--- config.mk ---
export PLATFORM = sky130hd
export DESIGN_NAME = store_buffer_dmem
export DESIGN_NICKNAME = d
export VERILOG_FILES = /design/src/rtl/store_buffer_dmem.sv
export SDC_FILE = /design/constraint.sdc
export NUM_CORES = 2
export LEC_CHECK = 0
export ABC_CLOCK_PERIOD_IN_PS = 5000
export CAP_MARGIN = 20
export CORE_MARGIN = 4
export CORE_UTILIZATION = 63
export CTS_CLUSTER_DIAMETER = 120
export DETAILED_ROUTE_END_ITERATION = 10
export PLACE_DENSITY = 0.78
export SYNTH_ARGS = -nofsm -noshare
export SYNTH_HDL_FRONTEND = slang
export SYNTH_SLANG_ARGS = --single-unit
--- constraint.sdc ---
create_clock -name clk -period 5 [get_ports clk]
set_clock_uncertainty 0.1 [all_clocks]
set_input_delay 1.25 -clock clk [delete_from_list [all_inputs] [get_ports clk]]
set_output_delay 1.25 -clock clk [all_outputs]
set_load 0.1 [all_outputs]
--- src/rtl/store_buffer_dmem.sv ---
// store_buffer_dmem: MEM-stage data memory with a FIFO store buffer draining into a slow word RAM
// Ports:
//   clk, reset            - clock, asynchronous active-high reset
//   ALUResultM            - byte address; word index taken from bits [log2(MEM_WORDS)+1:2]
//   WriteDataM, MemWriteM - store data and store strobe
//   MemReadM              - load strobe, ignored when MemWriteM is high
//   ReadDataM             - combinational load data (0 when no load)
//   MemStallM             - hold the MEM stage and everything upstream
//   SbEmptyM, SbCountM    - buffer empty with drain idle, number of valid entries
module store_buffer_dmem #(
   parameter int MEM_WORDS = 64,
   parameter int SB_DEPTH  = 4,
   parameter int WR_LAT    = 2
) (
   input  logic                      clk,
   input  logic                      reset,
   input  logic [31:0]               ALUResultM,
   input  logic [31:0]               WriteDataM,
   input  logic                      MemWriteM,
   input  logic                      MemReadM,
   output logic [31:0]               ReadDataM,
   output logic                      MemStallM,
   output logic                      SbEmptyM,
   output logic [$clog2(SB_DEPTH):0] SbCountM
);
   localparam int AW = $clog2(MEM_WORDS);
   localparam int PW = $clog2(SB_DEPTH);
   localparam int CW = WR_LAT > 1 ? $clog2(WR_LAT) : 1;
   localparam logic [CW-1:0] LAST = CW'(WR_LAT - 1);
   localparam logic [PW:0] FULL = (PW+1)'(SB_DEPTH);

   typedef enum logic {IDLE, WRITE} stateT;

   stateT               state;
   logic [CW-1:0]       wcnt;
   logic [PW-1:0]       headPtr, tailPtr;
   logic [PW:0]         count;
   logic [SB_DEPTH-1:0] sbValid;
   logic [AW-1:0]       sbIdx [SB_DEPTH];
   logic [31:0]         sbData [SB_DEPTH];
   logic [31:0]         ram [MEM_WORDS];
   logic [AW-1:0]       wordIdx;
   logic                load, hit, pop, enq;
   logic [31:0]         hitData;
   logic                unusedAddr;

   assign wordIdx    = ALUResultM[AW+1:2];
   assign unusedAddr = ^{ALUResultM[31:AW+2], ALUResultM[1:0]};
   assign load       = MemReadM & ~MemWriteM;
   assign pop        = state == WRITE && wcnt == LAST;
   assign MemStallM  = (MemWriteM && count == FULL && !pop) || (load && !hit && state == WRITE);
   assign enq        = MemWriteM & ~MemStallM;
   assign ReadDataM  = !load ? '0 : hit ? hitData : ram[wordIdx];
   assign SbEmptyM   = count == '0 && state == IDLE;
   assign SbCountM   = count;

   // Walk from oldest (head) to youngest so the last match is the youngest store.
   always_comb begin
      hit     = 1'b0;
      hitData = '0;
      for (int k = 0; k < SB_DEPTH; k++) begin
         if (sbValid[headPtr + PW'(k)] && sbIdx[headPtr + PW'(k)] == wordIdx) begin
            hit     = 1'b1;
            hitData = sbData[headPtr + PW'(k)];
         end
      end
   end

   always_ff @(posedge clk or posedge reset) begin
      if (reset) begin
         state   <= IDLE;
         wcnt    <= '0;
         headPtr <= '0;
         tailPtr <= '0;
         count   <= '0;
         sbValid <= '0;
      end else begin
         // Pop clears before enqueue sets, so a full-buffer pop+enqueue reuses the slot.
         if (pop) begin
            sbValid[headPtr] <= 1'b0;
            headPtr          <= headPtr + 1'b1;
         end
         if (enq) begin
            sbValid[tailPtr] <= 1'b1;
            tailPtr          <= tailPtr + 1'b1;
         end
         count <= count + (PW+1)'(enq) - (PW+1)'(pop);
         if (state == IDLE) begin
            wcnt <= '0;
            if (count != '0 && !load) state <= WRITE;
         end else if (!pop) begin
            wcnt <= wcnt + 1'b1;
         end else begin
            // A store enqueued on this edge is not eligible until the next edge.
            wcnt  <= '0;
            state <= (count > (PW+1)'(1) && !load) ? WRITE : IDLE;
         end
      end
   end

   always_ff @(posedge clk) begin
      if (enq) begin
         sbIdx[tailPtr]  <= wordIdx;
         sbData[tailPtr] <= WriteDataM;
      end
      if (pop) ram[sbIdx[headPtr]] <= sbData[headPtr];
   end
endmodule

==> implementation parameters <==
Parameter                              Value

Global route
  Antenna violations before repair    18
  Maximum number of pins on one net before global-route repair    67
  Total congestion overflow after global routing    0
  Total routing resource utilization after global routing    a little over a third
  Vias in the first global route    52.1k
  Wire length of the first global-routing pass    368 mm

Clock network
  Clock tree root buffer cell    clkbuf_16
  TritonCTS Sinks    2213
  TritonCTS Buffers    207
  Depth of the CTS H-tree    4
  Clock input transition at the sequential cells of the worst setup and hold paths    0.06 ns
  Clock latency on the worst-skew pair    about 0.86 ns
  CTS tree    built
  Deepest clock path buffer count    3
  Number of buffers inserted by hold repair at cts    0

Logic synthesis
  Synthesized flop and latch total    2213
  EDFF count, synth    2200
  Cell area after synthesis    90000 µm²
  Main area contributors after synthesis    edfxtp_1 73%, mux4_2 12%, mux2i_1 3.7%
  Top post-synthesis cells by count    2200 x edfxtp_1, 491 x mux4_2, 330 x mux2i_1
  Most repeated cell in the gate-level netlist after synthesis    edfxtp_1
  Distinct cells, synth    76
  Syn Inst Count    4472
  Top-area cell type share of the netlist area    73.4%
  Yosys warning count    0
  Primary FF master, synth    edfxtp_1
  Synthesized area per cell    between 20 and 25 µm²
  Number of nets produced by synthesis    ~4.6k
  Sequential fraction of the synthesis area    73.8%
  Async SR Flop Fraction    0.587%
  Yosys top cell by area    edfxtp_1

Final layout
  Count of filler cells inserted in the layout    7197
  Multi-input gate area    23600 µm²
  Total number of nets in the final design    5231
  Final Instance Area    107000 µm²
  Final standard cell utilization of the core    75.3%
  Total area of sequential cells    around 66000 µm²
  Area Growth Syn to Fin    18.6%
  Share of layout cells above drive strength 1    ~33%

STA
  Fmax achieved    around 180 MHz
  Hold Fails Final Rpt    0
  Headroom to the max-slew limit    30.6%
  Actual transition at the worst max-transition pin    1.04 ns
  Final Critical Period    5.59 ns
  Final setup vio count    32
  Tcrit/Tclk final    112%
  Unrepaired setup endpoints after global routing    true
  Count of pins over their slew limit    0
  Final Worst Setup Slack    -0.587 ns

Route
  Routed wl met2    123 mm
  M1 WL    84.6 mm
  Drt pass-1 iters    6
  Total routed wirelength    approximately 260 mm
  Via Count    52.3k
  Topmost layer with routed signal wires    met5
  Drc violations    0
  Antenna viol nets, final    0
  Number of design-rule violations left by the first detailed-router iteration    ~8.7k
  Routed via count divided by cell count    7.23
  Metal3 WL    36.8 mm
  WL/cell    35.8 µm

Setup path
  WP buf/inv    8
  Crit path required time    between 3 and 4 ns
  Element type at the critical path start    input pin
  Critical Path Most Common Cell    buf_4
  Class of the most critical setup path    in2out
  Arrival time reported for the critical path endpoint    4.24 ns
  Slowest stage cell, crit path    a221oi_1
  Crit path cell chain    buf_16 > buf_12 > buf_16 > buf_4 > buf_4 > mux2i_1 > a221oi_1 > a21oi_2 > o22ai_2 > buf_4 > nor3_2 > buf_4 > a2111o_1 > a21oi_4 > buf_12
  Largest stage delay on the critical path    about 0.43 ns
  Worst Path Max Fanout    9
  Cell class contributing the biggest share of worst-path delay    compound AO/OA/AOI/OAI gates
  Setup crit end kind    output pin

Placed design
  Total half-perimeter wirelength after legalization and detailed placement    148 mm
  Setup WS pre-CTS    -0.862 ns
  Quantity of I/O buffers inserted on ports    78
  Post-place instance area    98300 µm²
  Weighted congestion at the end of routability-driven global placement    0.872

Outcome
  Violated checks    setup timing
  Status    finished with violations

Die
  Die Height    around 390 µm
  Core region area    142000 µm²
  IO Pins    105
  Initial core utilization    63.5%
  Width of the chip    ~390 µm
  Die footprint    149000 µm²
  Site Rows    138

Power and ir drop
  Power density over cell area    504 nW/µm²
  VDD IR-drop max    0.000633 V
  Total power of the final layout    0.0538 W
  Static leakage    35.0 nW

Min path
  Worst hold-check path type    reg2reg

Flow run
  Max Cap Viol    0
## worst paths after layout
check | from | to | slack [ns] | depth (start not counted)
max | ALUResultM[2] | ReadDataM[31] | -0.59 | 15
min | wcnt$_DFF_PP0_ | wcnt$_DFF_PP0_ | 0.36 | 1
max reg2reg | headPtr[1]$_DFFE_PP0P_ | ram[26][21]$_DFFE_PP_ | 1.09 | 8
min reg2reg | wcnt$_DFF_PP0_ | wcnt$_DFF_PP0_ | 0.36 | 1
max in group asynchronous | reset | headPtr[0]$_DFFE_PP0P_ | 3.75 | 2
min in group asynchronous | reset | SbCountM[0]$_DFF_PP0_ | 0.66 | 2
## cell usage in the layout, fill, tap and decap left out, types with 19 or more instances in the layout
cell type,n
a21oi_1,71
a221o_1,19
a221oi_1,111
a221oi_2,21
a22oi_1,88
buf_12,98
buf_4,566
buf_6,29
clkbuf_1,51
clkbuf_16,211
clkdlybuf4s50_1,39
clkinv_1,64
clkinv_2,23
edfxtp_1,2200
inv_1,21
mux2_2,30
mux2i_1,329
mux4_2,491
nand2_1,68
nand2b_1,23
nand3_1,25
nor2_1,70
nor2_4,69
nor4_1,22
o211ai_1,27
o21ai_0,70
o22ai_1,19
o31ai_1,25
xnor2_1,21
## final cells by class
| class | instances | area share [%] |
|---|---|---|
| Antenna cell | 15 | 0.0352 |
| Timing Repair Buffer | 763 | 7.15 |
| Inverter | 25 | 0.0973 |
| Clock inverter | 124 | 1.09 |
| Tap cell | 1890 | 2.22 |
| Multi-Input combinational cell | 1940 | 22.1 |
| Clock buffer | 260 | 5.08 |
| Sequential cell | 2213 | 62.2 |
## what timing repair did
item,CTS,global route
setup buffers,38,29
endpoints found under the setup margin,33,33
gates resized for setup,130,88
pin swaps,43,42
endpoints found under the hold margin,0,0
gates cloned,7,2
## kinds of logic after synthesis
logic type | Yosys count | share of synthesized area (%)
mux | 853 | 16.4
fa+ha+maj | 13 | 0.189
xor+xnor | 35 | 0.374
compound gates | 630 | 5.07
buf+inv | 319 | 1.86
simple gates | 409 | 2.34
flops | 2213 | 73.8
## report_power, final
group          switching [W]  internal, W  leakage, nW
clock                0.00686      0.00857         3.18
sequential          0.000403       0.0248         20.0
combinational        0.00897      0.00413         11.9
## per-layer routing
| layer | GRT usage [%] | vias to the layer above |
|---|---|---|
| li1 | - | 20317 |
| met1 | 46.4 | 26605 |
| met2 | 54.1 | 4527 |
| met3 | 10.2 | 844 |
| met4 | 17.2 | 6 |
| met5 | 0 | - |
## per-stage QoR
step	setup TNS, ns	cells	hold slack, ns
after global placement	-17.48	6762	0.311
after global routing	-15.39	7215	0.375
after floorplan	-0.888	4472	0.297
after CTS	-12.95	7186	0.353
final	-13.28	7230	0.361
after detailed placement	-18.23	6762	0.319
## flip-flops by register name (all words and copies together), names as in the netlist
register,cells
ram,2048
sbData,128
sbIdx,24
sbValid,4
SbCountM,3
headPtr,2
tailPtr,2
state,1
wcnt,1
## worst reg2reg max path, delay by kind of cell (launching register included)
family / cells / cell delay [ns]
AOI/OAI and AO/OA: 1 / 0.13
muxes: 1 / 0.44
buffers and inverters: 2 / 0.92
DFF: 1 / 0.44
and+or+nand+nor: 4 / 1.48
(Power assumes the default switching activity.)
